===== src/rtl/systolic_ctrl_pkg.sv =====
// Shared types and constants for the 2x2 weight-stationary systolic array sequencer.
package systolic_ctrl_pkg;

  localparam int unsigned DATA_W = 16;

  typedef enum logic [2:0] {
    IDLE,
    LOAD_W,
    SWITCH,
    STREAM,
    DRAIN,
    DONE
  } state_t;

  // Weight-load slots: bottom row first, column 2 one slot behind column 1.
  localparam logic [1:0] PH_L0 = 2'd0;
  localparam logic [1:0] PH_L1 = 2'd1;
  localparam logic [1:0] PH_L2 = 2'd2;

endpackage


===== src/rtl/systolic_skew.sv =====
// One-stage {valid, data} delay that gives array row 2 its one-cycle skew.
module systolic_skew #(
  parameter int unsigned DATA_W = 16
) (
  input  logic              clk,
  input  logic              rst,
  input  logic              valid,
  input  logic [DATA_W-1:0] data,
  output logic              dly_valid,
  output logic [DATA_W-1:0] dly_data
);

  always_ff @(posedge clk) begin
    if (!rst) begin
      dly_valid <= 1'b0;
      dly_data  <= '0;
    end else begin
      dly_valid <= valid;
      dly_data  <= valid ? data : '0;
    end
  end

endmodule


===== src/rtl/systolic_ctrl.sv =====
// Command sequencer for the 2x2 systolic array: weight load, switch, skewed
// row streaming and pairing of the column outputs into result beats.
module systolic_ctrl #(
  parameter int unsigned DATA_W = systolic_ctrl_pkg::DATA_W,
  parameter int unsigned ROW_W  = 8
) (
  input  logic              clk,
  input  logic              rst,
  input  logic              cmd_valid,
  output logic              cmd_ready,
  input  logic [ROW_W-1:0]  cmd_rows,
  input  logic [DATA_W-1:0] cmd_w00,
  input  logic [DATA_W-1:0] cmd_w01,
  input  logic [DATA_W-1:0] cmd_w10,
  input  logic [DATA_W-1:0] cmd_w11,
  input  logic              x_valid,
  output logic              x_ready,
  input  logic [DATA_W-1:0] x_data0,
  input  logic [DATA_W-1:0] x_data1,
  output logic              res_valid,
  output logic [DATA_W-1:0] res_data0,
  output logic [DATA_W-1:0] res_data1,
  output logic              busy,
  output logic              done,
  output logic [DATA_W-1:0] sys_data_in_11,
  output logic [DATA_W-1:0] sys_data_in_21,
  output logic              sys_start_1,
  output logic              sys_start_2,
  output logic [DATA_W-1:0] sys_weight_in_11,
  output logic [DATA_W-1:0] sys_weight_in_12,
  output logic              sys_accept_w_1,
  output logic              sys_accept_w_2,
  output logic              sys_switch_in,
  input  logic [DATA_W-1:0] sys_data_out_21,
  input  logic [DATA_W-1:0] sys_data_out_22,
  input  logic              sys_valid_out_21,
  input  logic              sys_valid_out_22
);

  import systolic_ctrl_pkg::*;

  state_t            state;
  logic [1:0]        phase;
  logic [ROW_W-1:0]  n_rows;
  logic [ROW_W-1:0]  acc_cnt;
  logic [ROW_W-1:0]  res_cnt;
  logic [DATA_W-1:0] w00, w01, w10, w11;
  logic [DATA_W-1:0] hold;
  logic              accept;
  logic              pairing;

  assign cmd_ready      = (state == IDLE);
  assign x_ready        = (state == STREAM) && (acc_cnt < n_rows);
  assign accept         = x_valid && x_ready;
  assign sys_start_1    = accept;
  assign sys_data_in_11 = accept ? x_data0 : '0;
  assign pairing        = (state == STREAM) || (state == DRAIN);

  systolic_skew #(.DATA_W(DATA_W)) u_skew (
    .clk       (clk),
    .rst       (rst),
    .valid     (accept),
    .data      (x_data1),
    .dly_valid (sys_start_2),
    .dly_data  (sys_data_in_21)
  );

  // Weight/switch outputs are registered, so each slot's values are set on
  // the edge that enters that slot.
  always_ff @(posedge clk) begin
    if (!rst) begin
      state            <= IDLE;
      phase            <= PH_L0;
      n_rows           <= '0;
      acc_cnt          <= '0;
      res_cnt          <= '0;
      w00              <= '0;
      w01              <= '0;
      w10              <= '0;
      w11              <= '0;
      hold             <= '0;
      busy             <= 1'b0;
      done             <= 1'b0;
      res_valid        <= 1'b0;
      res_data0        <= '0;
      res_data1        <= '0;
      sys_weight_in_11 <= '0;
      sys_weight_in_12 <= '0;
      sys_accept_w_1   <= 1'b0;
      sys_accept_w_2   <= 1'b0;
      sys_switch_in    <= 1'b0;
    end else begin
      sys_accept_w_1   <= 1'b0;
      sys_accept_w_2   <= 1'b0;
      sys_weight_in_11 <= '0;
      sys_weight_in_12 <= '0;
      sys_switch_in    <= 1'b0;
      done             <= 1'b0;
      res_valid        <= 1'b0;
      res_data0        <= '0;
      res_data1        <= '0;

      if (pairing) begin
        if (sys_valid_out_21) hold <= sys_data_out_21;
        if (sys_valid_out_22) begin
          res_valid <= 1'b1;
          res_data0 <= hold;
          res_data1 <= sys_data_out_22;
          res_cnt   <= res_cnt + ROW_W'(1);
        end
      end

      case (state)
        IDLE: begin
          busy <= 1'b0;
          if (cmd_valid) begin
            n_rows           <= cmd_rows;
            w00              <= cmd_w00;
            w01              <= cmd_w01;
            w10              <= cmd_w10;
            w11              <= cmd_w11;
            acc_cnt          <= '0;
            res_cnt          <= '0;
            phase            <= PH_L0;
            busy             <= 1'b1;
            sys_accept_w_1   <= 1'b1;
            sys_weight_in_11 <= cmd_w10;
            state            <= LOAD_W;
          end
        end
        LOAD_W: begin
          case (phase)
            PH_L0: begin
              sys_accept_w_1   <= 1'b1;
              sys_weight_in_11 <= w00;
              sys_accept_w_2   <= 1'b1;
              sys_weight_in_12 <= w11;
              phase            <= PH_L1;
            end
            PH_L1: begin
              sys_accept_w_2   <= 1'b1;
              sys_weight_in_12 <= w01;
              phase            <= PH_L2;
            end
            default: begin
              sys_switch_in <= 1'b1;
              state         <= SWITCH;
            end
          endcase
        end
        SWITCH: begin
          if (n_rows == '0) begin
            done  <= 1'b1;
            state <= DONE;
          end else begin
            state <= STREAM;
          end
        end
        STREAM: begin
          if (accept) begin
            acc_cnt <= acc_cnt + ROW_W'(1);
            if (acc_cnt == n_rows - ROW_W'(1)) state <= DRAIN;
          end
        end
        DRAIN: begin
          if (res_cnt == n_rows) begin
            done  <= 1'b1;
            state <= DONE;
          end
        end
        DONE: begin
          busy  <= 1'b0;
          state <= IDLE;
        end
        default: state <= IDLE;
      endcase
    end
  end

endmodule


===== config.mk =====
export PLATFORM = sky130hd
export DESIGN_NAME = systolic_ctrl
export DESIGN_NICKNAME = d
export VERILOG_FILES = /design/src/rtl/systolic_ctrl_pkg.sv /design/src/rtl/systolic_skew.sv /design/src/rtl/systolic_ctrl.sv
export SDC_FILE = /design/constraint.sdc
export NUM_CORES = 1
export LEC_CHECK = 0
export BUFFER_PORTS_ARGS = -buffer_cell sky130_fd_sc_hd__clkbuf_2
export CAP_MARGIN = 20
export CORE_AREA = 2 2 135 137
export DETAILED_ROUTE_END_ITERATION = 12
export DIE_AREA = 0 0 137 139
export GPL_TIMING_DRIVEN = 0
export PLACE_DENSITY = 0.66
export RECOVER_POWER = 100
export SYNTH_ARGS = -nofsm -noshare
export SYNTH_HDL_FRONTEND = slang
export SYNTH_SLANG_ARGS = --single-unit

===== constraint.sdc =====
create_clock -name clk -period 5.4 [get_ports clk]
set_input_delay 0.54 -clock clk [delete_from_list [all_inputs] [get_ports clk]]
set_output_delay 0.54 -clock clk [all_outputs]
set_load 0.1 [all_outputs]

==> impl_table.tex <==
\begin{tabular}{lr}
\hline
Metric & Value \\
\hline
\multicolumn{2}{l}{\textbf{Status}} \\
\quad Run status & finished clean \\
\multicolumn{2}{l}{\textbf{Cells and area}} \\
\quad Finished Core Util & 50.7\% \\
\quad Layout Cell Area excl Fill & 8960 um2 \\
\quad Post-layout nets & 1172 \\
\quad Antenna Diode Count & 0 \\
\quad Final Instance Count excl. Fillers & 1260 \\
\quad Area added between synthesis and finish & 28.8\% \\
\quad Layout cell share with drive strength beyond 1 & 17.6\% \\
\multicolumn{2}{l}{\textbf{Critical path}} \\
\quad Capturing element type of the critical path & output port \\
\quad Critical path peak fanout & 10 \\
\quad Standard cell with the maximum stage delay on the critical path & sky130\_fd\_sc\_hd\_\_clkbuf\_1 \\
\quad Classification of the worst setup path & register to output port \\
\quad Required time at the endpoint of the critical path & 4860 ps \\
\quad Worst flop-to-flop path startpoint & n\_rows[6] \\
\quad Cell family with the largest share of critical-path delay & buffers and inverters \\
\quad Type of element launching the critical path & register \\
\quad Cell repeated most along the worst path & sky130\_fd\_sc\_hd\_\_clkbuf\_1 \\
\quad Largest stage delay on the critical path & 870 ps \\
\quad Crit path cell chain & clkbuf\_1, inv\_1, ha\_1, nand2\_1, o2111ai\_1, nor2\_1, clkbuf\_1, clkbuf\_1, and3\_1, clkbuf\_1 \\
\quad Critical path arrival & 3720 ps \\
\quad Buffers plus inverters on the worst setup path & 5 \\
\quad Worst setup path startpoint & n\_rows[6] \\
\multicolumn{2}{l}{\textbf{Global routing}} \\
\quad Via count of the first global-routing pass & 5673 \\
\quad Maximum number of pins on one net before global-route repair & 19 \\
\quad Number of antenna violations at the first check in global routing & 0 \\
\quad GRT Resource Usage Total & 19.6\% \\
\quad Global-route wire length before repair & 29100 um \\
\quad Overflow left after global routing & 0 \\
\multicolumn{2}{l}{\textbf{Power and ir drop}} \\
\quad Static power due to leakage & 3.91 nW \\
\quad PnR Total Power & 3.08 mW \\
\quad Ratio of total power to cell area & 344 nW/um2 \\
\quad Worst-case vdd ir drop & 0.204 mV \\
\multicolumn{2}{l}{\textbf{Die}} \\
\quad Horizontal extent of the die & 137 um \\
\quad DIE HEIGHT & 139 um \\
\quad Die area & 19000 um2 \\
\quad Core area & 17700 um2 \\
\quad Number of standard-cell rows in the floorplan & 49 \\
\quad Count of boundary I/O pins & 248 \\
\quad Initial core utilization & 39.4\% \\
\multicolumn{2}{l}{\textbf{Logic synthesis}} \\
\quad Mean post-synth cell area & 9.26 um2 \\
\quad Dominant register cell in the synthesized netlist & sky130\_fd\_sc\_hd\_\_dfxtp\_1 \\
\quad Top post-synthesis cells by area & sky130\_fd\_sc\_hd\_\_dfxtp\_1, sky130\_fd\_sc\_hd\_\_nand2\_1, sky130\_fd\_sc\_hd\_\_a21boi\_0 \\
\quad Netlist area before placement & 6950 um2 \\
\quad Netlist cell types & 47 \\
\quad Total number of yosys warnings & 0 \\
\quad Post-synthesis register bit count & 180 \\
\quad Net count after synthesis & 905 \\
\quad Most frequent cells after synthesis & sky130\_fd\_sc\_hd\_\_dfxtp\_1, sky130\_fd\_sc\_hd\_\_nand2\_1, sky130\_fd\_sc\_hd\_\_a21boi\_0 \\
\quad Proportion of synthesized chip area in sequential cells & 51.8\% \\
\quad Fraction of registers with async set/reset & 0\% \\
\quad Area share of the largest cell type after synthesis & 51.8\% \\
\quad Most frequent cell after synthesis & sky130\_fd\_sc\_hd\_\_dfxtp\_1 \\
\quad Biggest area consumer among synthesized cells & sky130\_fd\_sc\_hd\_\_dfxtp\_1 \\
\quad Number of enable-type register cells in the synthesized netlist & 0 \\
\quad Synthesized netlist cell count & 751 \\
\multicolumn{2}{l}{\textbf{STA}} \\
\quad Final TNS setup & 0 ps \\
\quad Worst slew pin tran & 1240 ps \\
\quad Maximum clock skew at final layout & 9.39 ps \\
\quad Hold Vio Cnt, Final & 0 \\
\quad Max Freq & 0.235 GHz \\
\quad Slew Limit Headroom & 17.8\% \\
\quad Slew Limit Fails & 0 \\
\quad Time the final worst path needs with I/O delays and setup & 4260 ps \\
\quad Final setup vio count & 0 \\
\quad Final period util & 78.9\% \\
\quad Setup repair after global routing missed its margin & false \\
\multicolumn{2}{l}{\textbf{Routing}} \\
\quad Iteration-0 DRC Markers & 256 \\
\quad Total DRC errors in the routed layout & 0 \\
\quad Residual antenna-violating net count after detailed routing & 0 \\
\quad DR WL/cell & 14.8 um \\
\quad Via count & 5955 \\
\quad DRT Wirelength & 18600 um \\
\quad Via/cell ratio & 4.73 \\
\quad Number of detailed-route iterations in the first pass & 4 \\
\multicolumn{2}{l}{\textbf{Placement}} \\
\quad Placed Instance Area & 8480 um2 \\
\quad Detail Placement HPWL & 13800 um \\
\quad Port buffer count & 247 \\
\quad Number of placed cells counting well taps & 1228 \\
\quad Global placement routability congestion & 0.877 \\
\multicolumn{2}{l}{\textbf{Clock network}} \\
\quad Count of hold-fix buffers inserted at cts & 0 \\
\quad Maximum clock insertion buffer count & 2 \\
\quad Number of buffers created by CTS & 17 \\
\quad Clock network latency to the later pin of the worst-skew pair & 430 ps \\
\quad CTS root buffer & sky130\_fd\_sc\_hd\_\_clkbuf\_16 \\
\quad Sink Count & 180 \\
\quad Clock-pin transition on the worst setup and hold timing paths & 70 ps \\
\quad Post-cts gate resize count & 0 \\
\quad CTS tree & yes \\
\quad CTS H-tree lvls & 4 \\
\quad Setup fix buffers added after clock tree synthesis & 0 \\
\multicolumn{2}{l}{\textbf{Worst hold path}} \\
\quad Worst hold-check path type & input port to register \\
\quad Hold path startpoint & x\_data1[5] \\
\multicolumn{2}{l}{\textbf{Flow run}} \\
\quad Count of maximum capacitance violations & 0 \\
\hline
\end{tabular}
cell type report:
type	instances	area, um2
plain buffers	52	203
clock buffers	17	425
clock inverters	15	190
fillers	1752	8700
inverters	12	45.0
multi-input cells	507	3100
flip-flops and latches	180	3600
well taps	229	287
repair buffers	248	1110
per-layer routing:
metal / global-route usage (%) / vias up / routed length, um
li1: - / 3070 / -
met1: 24.8 / 2697 / 8110
met3: 6.18 / 23 / 1310
met4: 7.76 / 0 / 349
met2: 31.1 / 165 / 8820
met5: 0 / - / 0
registers in the layout (all words and copies together), names as in the netlist, 16 cells and up:
| name | count |
|---|---|
| sys_weight_in_11 | 16 |
| hold | 16 |
| w11 | 16 |
| sys_weight_in_12 | 16 |
| res_data0 | 16 |
| u_skew.dly_data | 16 |
| res_data1 | 16 |
| w01 | 16 |
| w00 | 16 |
cells in the final DEF (no fill, tap or decap), drive strengths merged, types with 4 or more instances in the layout:
cell    count
a21boi     58
a21oi      11
a22oi      19
and2       20
and3       50
buf         4
clkbuf    313
clkinv      4
dfxtp     180
ha         12
inv        19
mux2i      33
nand2     129
nand3       6
nand4       7
nor2       51
nor2b      23
nor3        5
nor4        5
o211ai      4
o21ai      10
or2         4
or3         6
xnor2       8
xor2       16
metrics by stage:
stage | hold WS, ps | setup WS [ps]
after floorplan | 443 | 1580
final | 306 | 1140
after CTS | 290 | 1480
after global routing | 292 | 848
after detailed placement | 457 | 1970
after global placement | 450 | 2030
power by group:
group | leakage (nW) | internal (mW) | total, mW | switching, mW
Clock | 0.296 | 0.705 | 1.28 | 0.577
Sequential | 1.46 | 1.37 | 1.40 | 0.0253
Combinational | 2.15 | 0.127 | 0.402 | 0.274
Total | 3.91 | 2.20 | 3.08 | 0.877
final timing paths:
path	end	slack, ps	depth (start not counted)
worst max-delay path	sys_data_in_11[10]	1140	10
worst max register to register	acc_cnt[6]	2630	10
worst min-delay path	u_skew.dly_data[5]	310	2
worst min register to register	w11[8]	460	2
cells by family after synthesis:
family / after synthesis / share of synthesized area [%]
xor gates and xnor gates: 24 / 3.02
muxes: 33 / 4.75
and+or+nand+nor: 321 / 22.6
DFF: 180 / 51.8
AOI/OAI and AO/OA: 117 / 12.0
adders and majority gates: 12 / 2.16
buffers and inverters: 64 / 3.60
Power figures use the tool's default switching activity.
